**src/rtl/qmem_arbiter.sv**
```systemverilog
// Single-port Q-table RAM arbiter: round-robin between requesters, with an optional
// per-owner lock for atomic bursts that is forcibly released after LOCK_MAX cycles.
module qmem_arbiter #(
    parameter int unsigned N_REQ    = 3,
    parameter int unsigned ADDR_W   = 8,
    parameter int unsigned DATA_W   = 16,
    parameter int unsigned LOCK_MAX = 15
) (
    input  logic                      clk_i,
    input  logic                      rst_ni,
    input  logic [N_REQ-1:0]          req_i,
    input  logic [N_REQ-1:0]          we_i,
    input  logic [N_REQ-1:0]          lock_i,
    input  logic [N_REQ*ADDR_W-1:0]   addr_i,
    input  logic [N_REQ*DATA_W-1:0]   wdata_i,
    output logic [N_REQ-1:0]          gnt_o,
    output logic [N_REQ-1:0]          rvalid_o,
    output logic [DATA_W-1:0]         rdata_o,
    output logic                      mem_en_o,
    output logic                      mem_we_o,
    output logic [ADDR_W-1:0]         mem_addr_o,
    output logic [DATA_W-1:0]         mem_wdata_o,
    input  logic [DATA_W-1:0]         mem_rdata_i,
    output logic                      busy_o,
    output logic                      lock_err_o
);

    localparam int unsigned IdxW = (N_REQ > 1) ? $clog2(N_REQ) : 1;
    localparam int unsigned CntW = $clog2(LOCK_MAX + 1);

    typedef enum logic {StIdle, StOwn} state_e;

    state_e            state_q, state_d;
    logic [IdxW-1:0]   rr_ptr_q, rr_ptr_d;
    logic [IdxW-1:0]   owner_q, owner_d;
    logic [CntW-1:0]   lock_cnt_q, lock_cnt_d;
    logic [N_REQ-1:0]  rvalid_q, rvalid_d;
    logic              armed_q;

    logic              win_vld;
    logic [IdxW-1:0]   win_idx;
    logic [IdxW-1:0]   cand;
    logic              force_rel;

    // Outputs stay quiet until the first clock edge after reset release.
    always_ff @(posedge clk_i or negedge rst_ni) begin
        if (!rst_ni) begin
            state_q    <= StIdle;
            rr_ptr_q   <= IdxW'(N_REQ - 1);
            owner_q    <= '0;
            lock_cnt_q <= '0;
            rvalid_q   <= '0;
            armed_q    <= 1'b0;
        end else begin
            state_q    <= state_d;
            rr_ptr_q   <= rr_ptr_d;
            owner_q    <= owner_d;
            lock_cnt_q <= lock_cnt_d;
            rvalid_q   <= rvalid_d;
            armed_q    <= 1'b1;
        end
    end

    // Winner selection: the lock owner only, or a round-robin search starting after rr_ptr.
    always_comb begin
        win_vld = 1'b0;
        win_idx = '0;
        cand    = '0;
        if (state_q == StOwn) begin
            win_vld = req_i[owner_q];
            win_idx = owner_q;
        end else begin
            for (int unsigned k = 1; k <= N_REQ; k++) begin
                cand = IdxW'((32'(rr_ptr_q) + k) % N_REQ);
                if (!win_vld && req_i[cand]) begin
                    win_vld = 1'b1;
                    win_idx = cand;
                end
            end
        end
        win_vld = win_vld & armed_q;
    end

    assign force_rel = (state_q == StOwn) && win_vld && lock_i[owner_q] &&
                       (lock_cnt_q == CntW'(LOCK_MAX));

    always_comb begin
        state_d    = state_q;
        rr_ptr_d   = rr_ptr_q;
        owner_d    = owner_q;
        lock_cnt_d = lock_cnt_q;
        rvalid_d   = '0;
        if (win_vld) begin
            rr_ptr_d = win_idx;
            if (!we_i[win_idx]) rvalid_d = gnt_o;
        end
        unique case (state_q)
            StIdle: begin
                if (win_vld && lock_i[win_idx]) begin
                    state_d    = StOwn;
                    owner_d    = win_idx;
                    lock_cnt_d = CntW'(1);
                end
            end
            StOwn: begin
                if (!win_vld || !lock_i[owner_q] || force_rel) begin
                    state_d    = StIdle;
                    lock_cnt_d = '0;
                    rr_ptr_d   = owner_q;
                end else begin
                    lock_cnt_d = lock_cnt_q + CntW'(1);
                end
            end
            default: state_d = StIdle;
        endcase
    end

    always_comb begin
        gnt_o       = win_vld ? (N_REQ'(1) << win_idx) : '0;
        mem_en_o    = win_vld;
        mem_we_o    = win_vld & we_i[win_idx];
        mem_addr_o  = addr_i[32'(win_idx)*ADDR_W +: ADDR_W];
        mem_wdata_o = wdata_i[32'(win_idx)*DATA_W +: DATA_W];
        rvalid_o    = rvalid_q;
        rdata_o     = mem_rdata_i;
        busy_o      = (state_q == StOwn);
        lock_err_o  = force_rel;
    end

endmodule

```
**config.mk**
```make
export PLATFORM = sky130hd
export DESIGN_NAME = qmem_arbiter
export DESIGN_NICKNAME = d
export VERILOG_FILES = /design/src/rtl/qmem_arbiter.sv
export SDC_FILE = /design/constraint.sdc
export NUM_CORES = 1
export LEC_CHECK = 0
export CORE_MARGIN = 10
export CORE_UTILIZATION = 33
export CTS_CLUSTER_DIAMETER = 150
export DETAILED_ROUTE_END_ITERATION = 8
export PLACE_DENSITY = 0.95
export SLEW_MARGIN = 20
export SYNTH_ARGS = -nofsm -noshare
export SYNTH_HDL_FRONTEND = slang
export SYNTH_SLANG_ARGS = --single-unit
```
**constraint.sdc**
```tcl
create_clock -name clk_i -period 4.7 [get_ports clk_i]
set_input_delay 0.94 -clock clk_i [delete_from_list [all_inputs] [get_ports clk_i]]
set_output_delay 0.94 -clock clk_i [all_outputs]
set_load 0.02 [all_outputs]
```
Yosys cells after proc, flatten, opt, wreduce, memory -nomap -nowiden
Cells that the tools add are included.
W data, S select, Z words.
- bits in registers: 13
- input bits: 99
- output and inout bits: 50
- $add $sub $neg: 4
- div/mod/pow operators: 3
- $lt $le $gt $ge: 5
- equal/unequal tests: 2
- shift-type cells: 3
- mux-type cells: 36
- bitwise operators: 3
- reduce and logical (&&, ||, !) cells: 13
- operators with widths (cell ; number):
    $mod A32 B2 Y32 const B ; 3
    $shiftx A48 B7 Y16 ; 1
    $shiftx A24 B6 Y8 ; 1
    $lt A2 B3 Y1 const B ; 5
    $mux W1 ; 15
    $bmux W1 S2 ; 7
    $mux W2 ; 7
    $mux W3 ; 3
    $mux W4 ; 2
    $pmux W4 S2 ; 1
    $add A2 B2 Y3 const B ; 2
    $logic_and A1 B1 Y1 ; 6
    $add A4 B1 Y4 const B ; 1
    $eq A4 B4 Y1 const B ; 1
    $logic_not A1 Y1 ; 4
    $add A2 B1 Y3 const B ; 1
    $shl A1 B2 Y3 const A ; 1
    $and A1 B1 Y1 ; 2
    $logic_or A1 B1 Y1 ; 2
    $ne A2 B2 Y1 const B ; 1
    $pmux W1 S2 ; 1
    $reduce_and A2 Y1 ; 1
    $not A1 Y1 ; 1

Longest topological paths before layout
- word-level depth: 21
- depth in mapped cells: 12
- gate-level depth less buffers: 8

Worst setup path before layout
No wires, ideal clock.
- path type: input to output
- start: input port req_i[1]
- end: output port mem_addr_o[0]
- arrival: 2.434 ns
- slack: 1.326 ns
- stages: 7
- buffers on the path: 2
- cell sequence: nor3b_1 > o311ai_2 > o21ai_0 > buf_4 > buf_4 > mux2i_1 > o21ai_0
- longest elaborated chain between the ends: 13
- elaborated cells between the ends (all ways): 19
- classes of those cells: shift: 1; mux: 14; reduce/logical: 4
- ends and longest elaborated chain (element ; line ; RTL):
    from (decl) ; 11 ; input logic [N_REQ-1:0] req_i,
    $bmux W1 S2 ; 75 ; if (!win_vld && req_i[cand]) begin
    $mux W1 (not written as such) ; 75 ;
    $mux W1 ; 75 ;
    $mux W1 ; 69 ; if (state_q == StOwn) begin
    $logic_not A1 Y1 ; 75 ;
    $logic_and A1 B1 Y1 ; 75 ;
    $mux W1 ; 75 ;
    $mux W1 ; 69 ;
    $logic_not A1 Y1 ; 75 ;
    $logic_and A1 B1 Y1 ; 75 ;
    $mux W2 * ; 75 ;
    $mux W2 * ; 69 ;
    $shiftx A24 B6 Y8 * ; 122 ; mem_addr_o = addr_i[32'(win_idx)*ADDR_W +: ADDR_W];
    to (decl) ; 21 ; output logic [ADDR_W-1:0] mem_addr_o,
Mark *: on every way between the ends. The rest lies on a longest branch, timed or not. The select of a mux whose other input is x is not followed.

Worst setup path in the final report
- start: input port req_i[1]
- end: output port mem_wdata_o[8]
- longest elaborated chain between the ends: 13
- elaborated cells between the ends (all ways): 19
- classes of those cells: shift: 1; mux: 14; reduce/logical: 4
- ends and longest elaborated chain (element ; line ; RTL):
    $bmux W1 S2 ; 75 ;
    $mux W1 (not written as such) ; 75 ;
    $mux W1 ; 75 ;
    $mux W1 ; 69 ;
    $logic_not A1 Y1 ; 75 ;
    $logic_and A1 B1 Y1 ; 75 ;
    $mux W1 ; 75 ;
    $mux W1 ; 69 ;
    $logic_not A1 Y1 ; 75 ;
    $logic_and A1 B1 Y1 ; 75 ;
    $mux W2 * ; 75 ;
    $mux W2 * ; 69 ;
    $shiftx A48 B7 Y16 * ; 123 ; mem_wdata_o = wdata_i[32'(win_idx)*DATA_W +: DATA_W];
    to (decl) ; 22 ; output logic [DATA_W-1:0] mem_wdata_o,
Marks and branches as above.

==> reports/qor.yml <==
synth_area_um2: 1590
chipWidth_um: 89.3
drc: 0
peakVddDrop_uv: 446
ys_async_sr_fraction: 1.00
ctsHtreeMaxLevel: 1
cts_buffer_depth: 2
diodes: 0
place_ws_ps: 226
first_global_vias: 1899
power_density_nw_per_um2: 636
post_cts_buffers: 0
rsz0062_at_grt: "no"
worst_setup_path_start_kind: "primary input"
critical_path_required_ps: 3760
min_from: "lock_cnt_q[1]"
yosysSeqAreaShare: 0.206
port_buffers: 116
cts_buffers: 3
antenna_found_initial: 0
maxCapViolCount: 0
power.switching_mw: 0.845
vias_per_cell: 5.10
synthTopCellsByArea: "dfrtp_1 19%, mux2i_1 18%, o21ai_0 9.8%"
tightest_slew_ps: 628
swShare: 0.489
fp-row-count: 25
gr-total-overflow: 0
share_comb_of_total_power: 0.828
hp-class: "reg -> reg"
setup_viol: 0
cts_sinks: 13
grt_max_degree: 25
cp_max_fo: 24
firstDrtPassIters: 4
fill_cells: 403
min_period_ps: 4470
synth_cells: 207
slew_violations: 0
nNetsFinal: 405
areaGrowthSynthToFinish_pct: 71.5
die_h_um: 89.3
grt_use_total: 0.153
routedWlPerCell_um: 18.3
synth_flop_cell: "dfrtp_1"
synth_area_leader_cell: "dfrtp_1"
drive_gt1_frac: 0.0563
place_congestion: 1.01
initial_core_util: 0.338
ys_ff_latch: 13
p_int_mw: 0.884
timing.hold.ws_ps: 553
yosysUniqueCellTypes: 43
status: "finished clean"
drtAntennaViolNets: 0
grt_pass1_wl_mm: 9.67
clk_latency_ps: 250
endpoint_kind: "output port"
max_freq_ghz: 0.224
leakage_nw: 1.03
crit_type: "in -> out"
synth_top_area_share: 0.189
wirelength_mm: 6.53
synth_edf_count: 0
initialDrtViolationCount: 118
vias: 1816
core_um2: 4690
cts-resized-gates: 0
syn-mean-instance-area_um2: 7.66
critPathArrivalTime_ps: 3530
synth.most_common_cell: "nand2_1"
synth_common_cells: "34 x nand2_1, 31 x o21ai_0, 28 x mux2i_1"
cts_root_buffer: "clkbuf_8"
dieArea_um2: 7980
setup_tns_ps: 0
clockPowerShare: 0.058
yosysWarnings: 0
hold_buffers: 0
post-dp-hpwl_mm: 5.56
mappedNetlistNets: 309
fin_skew_ps: 6.69
crit_path_start: "req_i[1]"
min_period_over_period: 0.952
clk_pin_slew_ps: 60
slew_headroom: 0.581
setup_slack_ps: 227
cts_tree: "done"
hold_violations: 0
r2r_start: "rr_ptr_q[1]"
p_seq_frac: 0.114
ioPinCount: 149
[registers in the layout, indices dropped and copies added, names as in the netlist]
name and flops:
rvalid_o 3, lock_cnt_q 4, owner_q 2, busy_o 1, rr_ptr_q 2, armed_q 1
[critical path, stage by stage]
cell and delay [ps]:
clkdlybuf4s50_1 590, nor3b_1 100, o311ai_2 470, o21a_1 180, and2_1 140, buf_4 270, nand2_1 80, o21ai_0 100
clkdlybuf4s50_1 660
[placed cells by master, fill, tap and decap left out, types with 2 or more instances in the layout]
master	instances
buf_4	4
nor2b_1	3
nor3b_1	3
nor3_1	5
nand3_1	4
o21ai_0	30
nor2_1	8
a31oi_1	2
dfrtp_1	12
a21oi_1	6
clkbuf_8	3
a22o_1	2
mux2i_1	28
inv_1	5
o21ai_1	3
o21a_1	2
clkdlybuf4s50_1	116
and2_1	2
nand2_1	34
o31ai_1	2
nand2b_1	2
ha_1	3
[routing by layer]
layer  up-vias  wire [um]  track usage  share of wire
met5         -          0            0              0
met4         0         69       0.0318          0.011
met3        10        458       0.0602          0.070
met2        52       3550        0.266           0.54
met1       846       2450        0.171           0.38
li1        908          -            -              -
[cell families after synthesis]
group,Yosys count,share of synthesized area
other cells,1,0.00237
mux,29,0.186
flops,13,0.206
compound gates,58,0.238
fa+ha+maj,3,0.0237
buf+inv,35,0.139
simple gates,68,0.204
[power by group through the flow]
stage | registers (mW) | logic, mW | clock network, mW
finish | 0.197 | 1.43 | 0.100
global route | 0.205 | 1.54 | 0.109
CTS | 0.197 | 1.44 | 0.102
detailed placement | 0.199 | 1.44 | 0
global placement | 0.198 | 1.41 | 0
floorplan | 0.181 | 0.887 | 0
[stage by stage]
| stage | cell area (um2) | power [mW] | std cells | utilization |
|---|---|---|---|---|
| after floorplan | 1590 | 1.07 | 207 | - |
| after global placement | 2670 | 1.61 | 352 | 0.570 |
| after detailed placement | 2670 | 1.64 | 352 | 0.570 |
| after CTS | 2720 | 1.74 | 356 | 0.579 |
| after global routing | 2720 | 1.85 | 356 | 0.579 |
| final | 2720 | 1.73 | 356 | 0.579 |
[worst paths after layout]
| path | end | slack, ps | cells past startpoint |
|---|---|---|---|
| max | mem_wdata_o[8] | 230 | 9 |
| min | lock_cnt_q[1] | 550 | 1 |
| max reg2reg | owner_q[0] | 2180 | 7 |
| min reg2reg | lock_cnt_q[1] | 550 | 1 |
| max in group asynchronous | rr_ptr_q[1] | 3260 | 1 |
| min in group asynchronous | lock_cnt_q[0] | 1050 | 1 |
[area by class of cell]
type	instances	area [um2]	area share
multi-input cells	159	1050	0.386
well taps	54	67.6	0.0249
clock buffers	4	45.0	0.0166
inverters	5	18.8	0.00690
flip-flops and latches	13	327	0.120
repair buffers	121	1210	0.445
Power figures use the tool's default switching activity.
